`src/rtl/fetch_stage.sv`:
```
// fetch_stage: instruction-fetch stage and IF/ID pipeline register.
// Owns the PC, runs a variable-latency instruction-memory handshake and
// presents instr / pc+4 / valid to decode, inserting bubbles while memory
// is slow. A one-word buffer (HOLD) keeps a response that lands during a
// stall; DRAIN discards a response still in flight across a redirect.
//
// Optional feature (macro FETCH_PERF_CNT_EN): saturating perf counters
// perf_bubbles (bubbles caused by no available word) and perf_redirects.
//
//   state | meaning
//   REQ   | request outstanding at imem_addr = pc
//   HOLD  | no request; buffer holds one fetched word and its pc+4
//   DRAIN | request outstanding at a stale address; its response is dropped
module fetch_stage #(
    parameter logic [31:0] PC_RESET  = 32'h0000_0000,
    parameter logic [31:0] NOP_INSTR = 32'h0000_0000
) (
    input  logic        clk,
    input  logic        rst,
    input  logic        pc_write,
    input  logic        ir_write,
    input  logic        flush,
    input  logic        pc_src,
    input  logic        jmp,
    input  logic [31:0] branch_target,
    input  logic [31:0] jump_target,
    output logic        imem_req,
    output logic [31:0] imem_addr,
    input  logic [31:0] imem_rdata,
    input  logic        imem_valid,
    output logic [31:0] if_id_instr,
    output logic [31:0] if_id_pc_plus4,
    output logic        if_id_valid,
    output logic        fetch_busy
`ifdef FETCH_PERF_CNT_EN
    ,
    output logic [31:0] perf_bubbles,
    output logic [31:0] perf_redirects
`endif
);

    typedef enum logic [1:0] {
        ST_REQ   = 2'd0,
        ST_HOLD  = 2'd1,
        ST_DRAIN = 2'd2
    } state_t;

    state_t      state_q, state_d;
    logic [31:0] pc_q, pc_d;
    logic [31:0] drain_addr_q, drain_addr_d;
    logic [31:0] buf_instr_q, buf_instr_d;
    logic [31:0] buf_pc4_q, buf_pc4_d;
    logic [31:0] instr_q, instr_d;
    logic [31:0] pc4_q, pc4_d;
    logic        valid_q, valid_d;

    logic        advance;
    logic        redirect;
    logic [31:0] target;
    logic [31:0] pc_plus4;
    logic        available;

    assign advance   = pc_write & ir_write;
    assign redirect  = pc_src | jmp;
    assign target    = jmp ? jump_target : branch_target;
    assign pc_plus4  = pc_q + 32'd4;
    assign available = ((state_q == ST_REQ) & imem_valid) | (state_q == ST_HOLD);

    // Request is suppressed while reset is held so memory never sees one.
    assign imem_req       = ~rst & (state_q != ST_HOLD);
    assign imem_addr      = (state_q == ST_DRAIN) ? drain_addr_q : pc_q;
    assign fetch_busy     = ~available & ~redirect;
    assign if_id_instr    = instr_q;
    assign if_id_pc_plus4 = pc4_q;
    assign if_id_valid    = valid_q;

    // Next-state decode: redirect > flush > stall > normal.
    always_comb begin
        state_d      = state_q;
        pc_d         = pc_q;
        drain_addr_d = drain_addr_q;
        buf_instr_d  = buf_instr_q;
        buf_pc4_d    = buf_pc4_q;
        instr_d      = instr_q;
        pc4_d        = pc4_q;
        valid_d      = valid_q;
        if (redirect) begin
            pc_d        = target;
            instr_d     = NOP_INSTR;
            pc4_d       = 32'd0;
            valid_d     = 1'b0;
            buf_instr_d = NOP_INSTR;
            buf_pc4_d   = 32'd0;
            if (imem_valid) begin
                state_d = ST_REQ;
            end else if (state_q == ST_REQ) begin
                state_d      = ST_DRAIN;
                drain_addr_d = pc_q;
            end else if (state_q == ST_DRAIN) begin
                state_d = ST_DRAIN;
            end else begin
                state_d = ST_REQ;
            end
        end else begin
            // The in-flight response being waited for is dropped here.
            if ((state_q == ST_DRAIN) && imem_valid) begin
                state_d = ST_REQ;
            end
            if (flush) begin
                instr_d = NOP_INSTR;
                pc4_d   = 32'd0;
                valid_d = 1'b0;
            end else if (!advance) begin
                if ((state_q == ST_REQ) && imem_valid) begin
                    buf_instr_d = imem_rdata;
                    buf_pc4_d   = pc_plus4;
                    state_d     = ST_HOLD;
                end
            end else if (available) begin
                instr_d = (state_q == ST_HOLD) ? buf_instr_q : imem_rdata;
                pc4_d   = (state_q == ST_HOLD) ? buf_pc4_q : pc_plus4;
                valid_d = 1'b1;
                pc_d    = pc_plus4;
                state_d = ST_REQ;
            end else begin
                instr_d = NOP_INSTR;
                pc4_d   = 32'd0;
                valid_d = 1'b0;
            end
        end
    end

    // State, PC, buffer and IF/ID registers.
    always_ff @(posedge clk or posedge rst) begin
        if (rst) begin
            state_q      <= ST_REQ;
            pc_q         <= PC_RESET;
            drain_addr_q <= PC_RESET;
            buf_instr_q  <= NOP_INSTR;
            buf_pc4_q    <= 32'd0;
            instr_q      <= NOP_INSTR;
            pc4_q        <= 32'd0;
            valid_q      <= 1'b0;
        end else begin
            state_q      <= state_d;
            pc_q         <= pc_d;
            drain_addr_q <= drain_addr_d;
            buf_instr_q  <= buf_instr_d;
            buf_pc4_q    <= buf_pc4_d;
            instr_q      <= instr_d;
            pc4_q        <= pc4_d;
            valid_q      <= valid_d;
        end
    end

`ifdef FETCH_PERF_CNT_EN
    logic [31:0] perf_bubbles_q;
    logic [31:0] perf_redirects_q;
    logic        bubble_evt;

    assign bubble_evt     = ~redirect & ~flush & advance & ~available;
    assign perf_bubbles   = perf_bubbles_q;
    assign perf_redirects = perf_redirects_q;

    // Saturating event counters.
    always_ff @(posedge clk or posedge rst) begin
        if (rst) begin
            perf_bubbles_q   <= 32'd0;
            perf_redirects_q <= 32'd0;
        end else begin
            if (bubble_evt && (perf_bubbles_q != 32'hFFFF_FFFF)) begin
                perf_bubbles_q <= perf_bubbles_q + 32'd1;
            end
            if (redirect && (perf_redirects_q != 32'hFFFF_FFFF)) begin
                perf_redirects_q <= perf_redirects_q + 32'd1;
            end
        end
    end
`endif

endmodule
```
`config.mk`:
```
export PLATFORM = sky130hd
export DESIGN_NAME = fetch_stage
export DESIGN_NICKNAME = d
export VERILOG_FILES = /design/src/rtl/fetch_stage.sv
export SDC_FILE = /design/constraint.sdc
export NUM_CORES = 1
export LEC_CHECK = 0
export CORE_ASPECT_RATIO = 1.75
export CORE_MARGIN = 2
export CORE_UTILIZATION = 45
export CTS_BUF_LIST = sky130_fd_sc_hd__clkbuf_2
export CTS_CLUSTER_SIZE = 16
export DETAILED_ROUTE_END_ITERATION = 7
export PLACE_DENSITY = 0.74
export SETUP_SLACK_MARGIN = 0.3
export SLEW_MARGIN = 20
export SYNTH_ARGS = -nofsm -noshare
export SYNTH_HDL_FRONTEND = slang
export SYNTH_SLANG_ARGS = --single-unit
export TNS_END_PERCENT = 5
```
`constraint.sdc`:
```
create_clock -name clk -period 12.8 [get_ports clk]
set_input_delay 1.92 -clock clk [delete_from_list [all_inputs] [get_ports clk]]
set_output_delay 1.92 -clock clk [all_outputs]
set_load 0.005 [all_outputs]
```
==> flow_summary.ini <==
[clocking]
clock_latency_ns = 0.78
root_buffer = clkbuf_2
post_cts_buffers = 0
cts_hold_buffers = 0
clock_path_buffers = 2
cts_tree = built
cts_resized = 0
path_clk_slew_ns = 0.25
clock-sinks = 195
cts_htree_levels = 4
cts_buffers = 17

[sta]
post-route-min-period_ns = 5.94
fmax_ghz = 0.168
tns_ns = 0
setup_viol_count_final = 0
slew_headroom_pct = 36.6
rsz0062_at_grt = false
tightest_slew_ns = 0.951
slew_viol_final = 0
fin_crit_sh_pct = 46.4
hold_viol = 0
finClkSkew_ns = 0.0329

[floorplan]
initial_core_util_pct = 45.6
fp-row-count = 70
ios = 203
fp.coreArea_sq_um = 20800
die_area_sq_um = 22300
die-height_microns = 196
die_w_microns = 114

[global_route]
gr-total-overflow = 0
grt_max_degree = 138
grt_pass1_wl_mm = 40.5
antenna_found_initial = 1
grt_use_total_pct = 23.0
grt_pass1_vias = 7744

[setup_path]
worst-r2r-cell-count = 7
crit_required_ns = 10.88
critPathMaxFanout = 57
critPathLaunchType = input pin
crit_slowest_cell = buf_4
path_cells = clkdlybuf4s50_1 > buf_4 > or2_2 > buf_4 > nor2_1 > clkdlybuf4s50_1
end_kind = output pin
cpPeakStageDelay_ns = 0.49
crit_arrival_ns = 4.02
criticalPathCategory = in -> out

[synth]
synth.distinct_cells = 47
synth-async-reset-ratio_pct = 100
avgSynthCellArea_sq_um = 9.74
synthSimpleGateAreaFrac_pct = 13.3
yosysSeqAreaShare_pct = 51.5
synth_ff_type = dfrtp_1
synth_compound_area_share_pct = 16.7
ys_seq_elements = 195
synth_xor_area_share_pct = 3.79
syn-cell-area_sq_um = 9480
synth_warnings = 0
synth_edf_count = 0
synth_top_family_by_area = compound AO/OA/AOI/OAI gates
synthMuxAreaShare_pct = 10.8
syn_inst = 973
syn_nets = 1078
synth-adder-area-share_pct = 0.132

[power]
switching_share_pct = 29.2
comb_power_share_pct = 19.6
p_seq_share_pct = 55.7
finalPower_mw = 1.25
power.density_nw_per_um2 = 105
peakVddDrop_uv = 53.2
power.share.clock_pct = 24.6
leakage_nw = 4.75
p_sw_uw = 365
internal-power_uw = 884

[finish]
layout.cells.most_common_list = clkdlybuf4s50_1 (202), dfrtp_1 (195), nand2_1 (138)
drive_gt1_share_pct = 10.5
layout.nets = 1231
synthToLayoutAreaGrowth_pct = 25.5
final_common_cell = clkdlybuf4s50_1

[routing]
postRouteAntennaNets = 0
drt_iter0_drc = 593
wl_per_cell_microns = 18.0
vias = 7825
drcViolationCount = 0
wl_mm = 25.1
dr.pass1.iters = 4
via_per_inst = 5.62

[job]
maxCapViolCount = 0

[place]
io_buffer_count = 202
dpl.hpwl_mm = 17.5
gp_congestion = 0.866

[status]
status = finished, final reports clean

[hold_path]
min_delay_path_depth = 2
holdCritPathClass = reg -> reg
[synthesized netlist by cell type (all sizes together) (11+ instances only)]
master | number | area share, %
a21oi | 84 | 4.4
nand3 | 27 | 1.4
mux2 | 55 | 6.5
nand4 | 13 | 0.92
mux2i | 40 | 4.2
nor2b | 11 | 0.73
xnor2 | 20 | 1.8
clkbuf | 61 | 2.4
xor2 | 21 | 1.9
o21ai | 102 | 5.4
a22oi | 21 | 1.7
dfrtp | 195 | 51
nor2 | 46 | 1.8
nand2 | 138 | 5.5
buf | 24 | 1.1
a211oi | 16 | 1.3
o22ai | 22 | 1.5
[cell type report]
class,count,area (sq um)
fillers,1842,8860
inverters,8,37.5
flip-flops and latches,195,4880
repair buffers,219,2150
clock inverters,15,158
clock buffers,17,85.1
well taps,252,315
multi-input cells,685,4270
diodes,1,2.50
[worst max-delay path, delay by kind of cell]
kind / cells / cell delay, ns
buffers and inverters: 4 / 1.75
AND/OR/NAND/NOR: 2 / 0.29
[power by group through the flow]
stage               Combinational [mW]  Clock (mW)  Sequential, mW
detailed placement               0.247           0           0.706
global route                     0.269       0.343           0.702
floorplan                        0.147           0           0.686
global placement                 0.244           0           0.703
CTS                              0.248       0.317           0.695
finish                           0.245       0.308           0.696
[cells by family (layout without fill, tap and decap cells)]
family                   count (synthesis)  after routing
AO/OA/AOI/OAI                          274            274
adder cells (fa/ha/maj)                  1              1
flip-flops                             195            195
AND/OR/NAND/NOR                        274            274
multiplexers                            95             95
buffers and inverters                   93            259
XOR/XNOR                                41             41
other                                    0              1
[path summary, 6_finish.rpt]
path / start / slack (ns) / end
setup / recovery: jmp / 6.86 / fetch_busy
hold / removal: if_id_instr[9] / 0.51 / if_id_instr[9]
setup reg to reg: state_q[1] / 9.96 / if_id_pc_plus4[30]
hold reg to reg: if_id_instr[9] / 0.51 / if_id_instr[9]
max in group asynchronous: rst / 9.72 / pc_q[19]
min in group asynchronous: rst / 1.69 / if_id_pc_plus4[2]
[registers in the layout, indices dropped and copies added (netlist names)]
register / flops
buf_instr_q: 32
drain_addr_q: 32
state_q: 2
if_id_pc_plus4: 32
pc_q: 32
if_id_valid: 1
if_id_instr: 32
buf_pc4_q: 32
[metal layers]
layer	wire length, microns	up-vias	part of all wire, %	track usage (%)
met2	12900	234	51	39.9
met3	963	51	3.8	3.65
li1	-	3740	-	-
met4	1010	0	4.0	11.1
met1	10200	3800	41	27.6
met5	0	-	0	0
[stage by stage]
stage          worst slack [ns]  util [%]  hold slack, ns  std cells  area [sq um]
6_report                   6.86      57.3           0.513       1392         11900
5_1_grt                    6.71      57.3           0.541       1392         11900
4_1_cts                    6.84      57.3           0.518       1391         11900
3_5_place_dp               6.85      56.1           0.465       1359         11600
3_3_place_gp               6.85      56.1           0.461       1359         11600
2_1_floorplan              5.57         -           0.450        973          9480
Note: power is estimated with default switching activity, not from simulation.
